[src/rtl/wavelet_pkg.sv]
// Shared types and geometry for the inverse 5/3 wavelet line reconstructor.
package wavelet_pkg;

    localparam int unsigned COEF_W      = 16;
    localparam int unsigned ADDR_W      = 12;
    localparam int unsigned PAIRS_M0    = 32;
    localparam int unsigned PAIRS_M1    = 16;
    localparam int unsigned LINES_M0    = 64;
    localparam int unsigned LINES_M1    = 32;
    localparam int unsigned LINE_STRIDE = 64;
    localparam int unsigned LINE_SHIFT  = $clog2(LINE_STRIDE);
    localparam int unsigned IDX_W       = 5;
    localparam int unsigned LINE_W      = 6;

    typedef enum logic [2:0] {
        ST_IDLE,
        ST_READ,
        ST_DRAIN,
        ST_TAIL,
        ST_NEXT,
        ST_DONE
    } state_e;

    typedef struct packed {
        logic [COEF_W-1:0] even;
        logic [COEF_W-1:0] odd;
        logic [ADDR_W-1:0] addr;
    } out_pair_t;

    function automatic int unsigned pairs_for(input logic mode);
        return mode ? PAIRS_M1 : PAIRS_M0;
    endfunction

    function automatic int unsigned lines_for(input logic mode);
        return mode ? LINES_M1 : LINES_M0;
    endfunction

endpackage

[src/rtl/wavelet_inverse_if.sv]
// Control, coefficient-read and reconstructed-sample bus of the inverse wavelet block.
interface wavelet_inverse_if;

    logic                               start;
    logic                               wavelet_mode;
    logic [wavelet_pkg::COEF_W-1:0]     coef_low;
    logic [wavelet_pkg::COEF_W-1:0]     coef_high;
    logic                               coef_rd;
    logic [wavelet_pkg::ADDR_W-1:0]     low_address;
    logic [wavelet_pkg::ADDR_W-1:0]     high_address;
    logic [wavelet_pkg::COEF_W-1:0]     data_out_even;
    logic [wavelet_pkg::COEF_W-1:0]     data_out_odd;
    logic [wavelet_pkg::ADDR_W-1:0]     out_address;
    logic                               output_valid;
    logic                               busy;
    logic                               done;

    modport master (
        output start, wavelet_mode, coef_low, coef_high,
        input  coef_rd, low_address, high_address, data_out_even, data_out_odd,
               out_address, output_valid, busy, done
    );

    modport slave (
        input  start, wavelet_mode, coef_low, coef_high,
        output coef_rd, low_address, high_address, data_out_even, data_out_odd,
               out_address, output_valid, busy, done
    );

endinterface

[src/rtl/wavelet_inv_lift.sv]
// Combinational inverse lifting: even update from s/d, odd predict from neighbouring evens.
module wavelet_inv_lift
    import wavelet_pkg::*;
(
    input  logic signed [COEF_W-1:0] s,
    input  logic signed [COEF_W-1:0] d,
    input  logic signed [COEF_W-1:0] d_prev,
    input  logic signed [COEF_W-1:0] e_prev,
    input  logic                     tail,
    output logic signed [COEF_W-1:0] e,
    output logic signed [COEF_W-1:0] o
);

    localparam int unsigned SUM_W = COEF_W + 2;

    logic signed [SUM_W-1:0] d_sum;
    logic signed [SUM_W-1:0] e_full;
    logic signed [SUM_W-1:0] e_sum;
    logic signed [SUM_W-1:0] o_full;

    // Arithmetic shifts give floor division; final results wrap to 16 bits.
    always_comb begin
        d_sum  = SUM_W'(d_prev) + SUM_W'(d) + SUM_W'(2);
        e_full = SUM_W'(s) - (d_sum >>> 2);
        e      = COEF_W'(e_full);
        e_sum  = SUM_W'(e_prev) + SUM_W'(e);
        o_full = tail ? (SUM_W'(d_prev) + SUM_W'(e_prev))
                      : (SUM_W'(d_prev) + (e_sum >>> 1));
        o      = COEF_W'(o_full);
    end

endmodule

[src/rtl/wavelet_inverse.sv]
// Inverse 5/3 wavelet tile reconstructor: line sequencer, coefficient reads and output pairs.
module wavelet_inverse
    import wavelet_pkg::*;
(
    input  logic             clk,
    input  logic             rst_n,
    wavelet_inverse_if.slave bus
);

    state_e                   state_q, state_d;
    logic                     mode_q, mode_d;
    logic [LINE_W-1:0]        line_q, line_d;
    logic [IDX_W-1:0]         index_q, index_d;
    logic signed [COEF_W-1:0] d_prev_q, d_prev_d;
    logic signed [COEF_W-1:0] e_prev_q, e_prev_d;
    out_pair_t                out_q, out_d;
    logic                     valid_q, valid_d;
    logic                     coef_rd_q, coef_rd_d;
    logic                     busy_q, busy_d;
    logic                     done_q, done_d;
    logic [ADDR_W-1:0]        low_addr_q, low_addr_d;
    logic [ADDR_W-1:0]        high_addr_q, high_addr_d;

    logic [IDX_W-1:0]         last_idx;
    logic [LINE_W-1:0]        last_line;
    logic [IDX_W-1:0]         pair_idx;
    logic                     arrive, first, tail, emit;
    logic signed [COEF_W-1:0] lift_dprev, lift_e, lift_o;

    wavelet_inv_lift u_lift (
        .s      (bus.coef_low),
        .d      (bus.coef_high),
        .d_prev (lift_dprev),
        .e_prev (e_prev_q),
        .tail   (tail),
        .e      (lift_e),
        .o      (lift_o)
    );

    // Coefficients land one cycle after their read; pair n-1 is emitted when index n lands.
    always_comb begin
        last_idx   = IDX_W'(pairs_for(mode_q) - 1);
        last_line  = LINE_W'(lines_for(mode_q) - 1);
        arrive     = ((state_q == ST_READ) && (index_q != '0)) || (state_q == ST_DRAIN);
        first      = (state_q == ST_READ) && (index_q == IDX_W'(1));
        tail       = (state_q == ST_TAIL);
        emit       = (arrive && !first) || tail;
        lift_dprev = first ? bus.coef_high : d_prev_q;
        if (tail) begin
            pair_idx = last_idx;
        end else if (state_q == ST_DRAIN) begin
            pair_idx = last_idx - IDX_W'(1);
        end else begin
            pair_idx = index_q - IDX_W'(2);
        end
    end

    always_comb begin
        state_d  = state_q;
        mode_d   = mode_q;
        line_d   = line_q;
        index_d  = '0;
        d_prev_d = d_prev_q;
        e_prev_d = e_prev_q;
        out_d    = out_q;

        case (state_q)
            ST_IDLE: begin
                if (bus.start) begin
                    state_d = ST_READ;
                    mode_d  = bus.wavelet_mode;
                    line_d  = '0;
                end
            end
            ST_READ: begin
                if (index_q == last_idx) begin
                    state_d = ST_DRAIN;
                end else begin
                    index_d = index_q + IDX_W'(1);
                end
            end
            ST_DRAIN: state_d = ST_TAIL;
            ST_TAIL:  state_d = ST_NEXT;
            ST_NEXT: begin
                if (line_q == last_line) begin
                    state_d = ST_DONE;
                end else begin
                    state_d = ST_READ;
                    line_d  = line_q + LINE_W'(1);
                end
            end
            ST_DONE: begin
                state_d = ST_IDLE;
                line_d  = '0;
            end
            default: state_d = ST_IDLE;
        endcase

        if (arrive) begin
            d_prev_d = bus.coef_high;
            e_prev_d = lift_e;
        end
        if (emit) begin
            out_d.even = e_prev_q;
            out_d.odd  = lift_o;
            out_d.addr = (ADDR_W'(line_q) << LINE_SHIFT) + (ADDR_W'(pair_idx) << 1);
        end

        valid_d     = emit;
        coef_rd_d   = (state_d == ST_READ);
        busy_d      = (state_d != ST_IDLE);
        done_d      = (state_d == ST_DONE);
        low_addr_d  = (ADDR_W'(line_d) << LINE_SHIFT) + ADDR_W'(index_d);
        high_addr_d = low_addr_d + ADDR_W'(pairs_for(mode_d));
    end

    always_ff @(posedge clk or negedge rst_n) begin
        if (!rst_n) begin
            state_q     <= ST_IDLE;
            mode_q      <= 1'b0;
            line_q      <= '0;
            index_q     <= '0;
            d_prev_q    <= '0;
            e_prev_q    <= '0;
            out_q       <= '0;
            valid_q     <= 1'b0;
            coef_rd_q   <= 1'b0;
            busy_q      <= 1'b0;
            done_q      <= 1'b0;
            low_addr_q  <= '0;
            high_addr_q <= '0;
        end else begin
            state_q     <= state_d;
            mode_q      <= mode_d;
            line_q      <= line_d;
            index_q     <= index_d;
            d_prev_q    <= d_prev_d;
            e_prev_q    <= e_prev_d;
            out_q       <= out_d;
            valid_q     <= valid_d;
            coef_rd_q   <= coef_rd_d;
            busy_q      <= busy_d;
            done_q      <= done_d;
            low_addr_q  <= low_addr_d;
            high_addr_q <= high_addr_d;
        end
    end

    assign bus.coef_rd       = coef_rd_q;
    assign bus.low_address   = low_addr_q;
    assign bus.high_address  = high_addr_q;
    assign bus.data_out_even = out_q.even;
    assign bus.data_out_odd  = out_q.odd;
    assign bus.out_address   = out_q.addr;
    assign bus.output_valid  = valid_q;
    assign bus.busy          = busy_q;
    assign bus.done          = done_q;

endmodule

[src/flat_wrapper.sv]
// flat-port wrapper written by rule: the top's interface ports become plain ports
module wavelet_inverse_flat import wavelet_pkg::*;
  (clk, rst_n, bus_start, bus_wavelet_mode, bus_coef_low, bus_coef_high, bus_coef_rd, bus_low_address, bus_high_address, bus_data_out_even, bus_data_out_odd, bus_out_address, bus_output_valid, bus_busy, bus_done);
  wavelet_inverse_if bus_i ();
  input  logic clk;
  input  logic rst_n;
  input wire logic [$bits(bus_i.start)-1:0] bus_start;
  input wire logic [$bits(bus_i.wavelet_mode)-1:0] bus_wavelet_mode;
  input wire logic [$bits(bus_i.coef_low)-1:0] bus_coef_low;
  input wire logic [$bits(bus_i.coef_high)-1:0] bus_coef_high;
  output wire logic [$bits(bus_i.coef_rd)-1:0] bus_coef_rd;
  output wire logic [$bits(bus_i.low_address)-1:0] bus_low_address;
  output wire logic [$bits(bus_i.high_address)-1:0] bus_high_address;
  output wire logic [$bits(bus_i.data_out_even)-1:0] bus_data_out_even;
  output wire logic [$bits(bus_i.data_out_odd)-1:0] bus_data_out_odd;
  output wire logic [$bits(bus_i.out_address)-1:0] bus_out_address;
  output wire logic [$bits(bus_i.output_valid)-1:0] bus_output_valid;
  output wire logic [$bits(bus_i.busy)-1:0] bus_busy;
  output wire logic [$bits(bus_i.done)-1:0] bus_done;
  assign bus_i.start = bus_start;
  assign bus_i.wavelet_mode = bus_wavelet_mode;
  assign bus_i.coef_low = bus_coef_low;
  assign bus_i.coef_high = bus_coef_high;
  assign bus_coef_rd = bus_i.coef_rd;
  assign bus_low_address = bus_i.low_address;
  assign bus_high_address = bus_i.high_address;
  assign bus_data_out_even = bus_i.data_out_even;
  assign bus_data_out_odd = bus_i.data_out_odd;
  assign bus_out_address = bus_i.out_address;
  assign bus_output_valid = bus_i.output_valid;
  assign bus_busy = bus_i.busy;
  assign bus_done = bus_i.done;
  wavelet_inverse u_core (.clk(clk), .rst_n(rst_n), .bus(bus_i));
endmodule
[config.mk]
export PLATFORM = sky130hd
export DESIGN_NAME = wavelet_inverse_flat
export DESIGN_NICKNAME = d
export VERILOG_FILES = /design/src/rtl/wavelet_pkg.sv /design/src/rtl/wavelet_inverse_if.sv /design/src/rtl/wavelet_inv_lift.sv /design/src/rtl/wavelet_inverse.sv /design/src/flat_wrapper.sv
export SDC_FILE = /design/constraint.sdc
export NUM_CORES = 1
export LEC_CHECK = 0
export ABC_AREA = 0
export CAP_MARGIN = 30
export CORE_UTILIZATION = 45
export DETAILED_ROUTE_END_ITERATION = 6
export PLACE_DENSITY = 0.68
export SETUP_SLACK_MARGIN = 0.2
export SLEW_MARGIN = 40
export SYNTH_ARGS = -nofsm -noshare
export SYNTH_HDL_FRONTEND = slang
export SYNTH_SLANG_ARGS = --single-unit
[constraint.sdc]
create_clock -name clk -period 20.7 [get_ports clk]
set_input_delay 2.07 -clock clk [delete_from_list [all_inputs] [get_ports clk]]
set_output_delay 2.07 -clock clk [all_outputs]
set_load 0.01 [all_outputs]
==> impl_metrics.toml <==
[status]
outcome = "completed"

[timing]
slew_viol_final = 0
clock_skew_ns = 0.007543
hold_violations = 0
rsz0062_at_grt = "no"
fmax_mhz = 113.2
fin_crit_sh = 0.4269
fin_setup_tns_ns = 0
holdWs_ns = 0.4673
slew_headroom = 0.4214
fin_crit_ns = 8.837
setup_viol = 0
tightestPinTransition_ns = 0.8460

[placed_design]
gp_congestion = 0.9035
place.port_buffers = 105
dp_hpwl_um = 14510

[setup_path]
cp.buffers_inverters = 3
cp_data_required_time_ns = 20.94
r2r_slack_ns = 12.55
end_kind = "flip-flop"
startpoint = "bus_coef_high[1]"
worstPathArrival_ns = 9.08
cp-start-kind = "input port"
r2r_start = "u_core.state_q[2]$_DFF_PN0_"
critPathKind = "input port to flip-flop"
crit_top_cell = "ha_1"
cp_max_fo = 5
worst_path_max_delay_cell = "o41ai_1"
crit_family = "compound AO/OA/AOI/OAI gates"
slowest_delay_ns = 0.55

[yosys]
synth_area_per_cell_um2 = 8.269
ys_ff_latch = 101
yosysUniqueCellTypes = 68
yosys.area.top_type = "dfrtp_1"
synth_common_cells = "nand2_1, dfrtp_1, ha_1"
synth-edff-count = 0
synthTopCellsByArea = "dfrtp_1, ha_1, nand2_1"
netlist_instances = 925
ys.flop_type = "dfrtp_1"
async_flop_share = 1.000
yosys.cell_count.top_type = "nand2_1"
synth.top_cell.area_share = 0.3304
yosysSeqAreaShare = 0.3304
yosysWarningCount = 0
syn_area_mm2 = 0.007649

[drt]
dr.pass1.iters = 4
dr_total_vias = 6721
drcViolationCount = 0
final_antenna_net_count = 0
drt_wl_total_um = 18920
via_per_inst = 5.420
first_iter_violations = 359
wl_per_cell_um = 15.25

[cts]
cts_root_buf = "clkbuf_16"
cts_resized = 0
clockBufferDepth = 2
clk_pin_slew_ns = 0.08
clock_latency_ns = 0.36
cts_tree = "done"
post_cts_buffers = 0
hold_buffers = 0
cts.sinks = 101
cts_buffers = 9
cts_max_level = 3

[die]
die_h_um = 132.4
ios = 108
start_util = 0.4612
row_count = 47
dieArea_mm2 = 0.01752
die_x_um = 132.4
core_area_mm2 = 0.01658

[global_routing]
grt-ovfl-total = 0
grt_pass1_wl_um = 31370
antenna_found_initial = 0
grt_pass1_vias = 6376
grt_start_max_net_pins = 73
grt_use_total = 0.2257

[flow_run]
cap_violations = 0

[final_layout]
syn_to_final_growth_pct = 20.32
layout-drive-gt1-share = 0.04216
fin_nets = 1140
num_antenna_cells = 0

[min_path]
hold_path_startpoint = "u_core.bus.out_address[11]$_DFFE_PN0P_"
hold_path.class = "flip-flop to flip-flop"
-- registers in the layout (all words and copies together) (netlist names), 2 cells and up --
signal	flops
u_core.state_q	3
u_core.e_prev_q	16
u_core.index_q	4
u_core.bus.data_out_even	16
u_core.bus.out_address	11
u_core.bus.high_address	8
u_core.line_q	4
u_core.d_prev_q	16
u_core.bus.data_out_odd	16
u_core.bus.low_address	2
-- layer usage --
metal  vias up  track usage  part of all wire
met1      3122       0.3082              0.48
met4         0      0.09004             0.025
met5         -            0                 0
met2       184       0.3594              0.45
met3        31      0.03306             0.047
li1       3384            -                 -
-- worst reg2reg max path: cells and delay by family (launching register included) --
family	cells	cell delay, ns
compound gates	14	2.84
simple gates	10	2.12
fa+ha+maj	5	1.73
xor+xnor	4	0.66
flops	1	0.53
mux	1	0.12
buf+inv	1	0.07
-- cells in the final DEF (no fill, tap or decap), drive strengths merged, types with 13 or more instances in the layout --
cell type / n
nand2: 217
nor3: 17
dfrtp: 101
inv: 46
a21o: 18
nor2: 70
clkdlybuf4s50: 104
xor2: 28
xnor2: 27
a21oi: 61
nor2b: 13
ha: 85
o21ai: 57
-- path summary, 6_finish.rpt --
path | to | cells past startpoint
worst max register to register | u_core.bus.data_out_odd[15]$_DFFE_PN0P_ | 35
worst min register to register | u_core.bus.out_address[11]$_DFFE_PN0P_ | 2
min in group asynchronous | u_core.bus.data_out_even[5]$_DFFE_PN0P_ | 1
worst max-delay path | u_core.bus.data_out_odd[15]$_DFFE_PN0P_ | 35
worst min-delay path | u_core.bus.out_address[11]$_DFFE_PN0P_ | 2
max in group asynchronous | u_core.bus.data_out_even[11]$_DFFE_PN0P_ | 2
-- kinds of logic after synthesis --
kind of cell,after synthesis,synth area share
simple gates,371,0.2107
other cells,1,0.0004903
mux,12,0.01718
compound gates,224,0.1873
xor+xnor,55,0.06298
buf+inv,72,0.04139
flops,101,0.3304
fa+ha+maj,89,0.1495
-- final cells by class --
cell class | instances | area (µm²)
Clock inverter | 7 | 73.82
Multi-Input combinational cell | 753 | 4837
Fill cell | 1566 | 7381
Timing Repair Buffer | 109 | 1110
Clock buffer | 9 | 225.2
Inverter | 41 | 153.9
Tap cell | 220 | 275.3
Sequential cell | 101 | 2527
-- per-stage QoR --
step                std cells  setup WS (ns)    util  instance area (µm²)
global placement         1222          11.73  0.5338                 8852
CTS                      1239          11.94  0.5540                 9188
detailed placement       1223          11.62  0.5360                 8889
finish                   1240          11.86  0.5549                 9203
floorplan                 926          12.76       -                 7652
global route             1240          11.29  0.5549                 9203
Power is left out: the tool's default activity adds up to more than one toggle a clock period on the data nets, which glitch-free logic cannot reach.
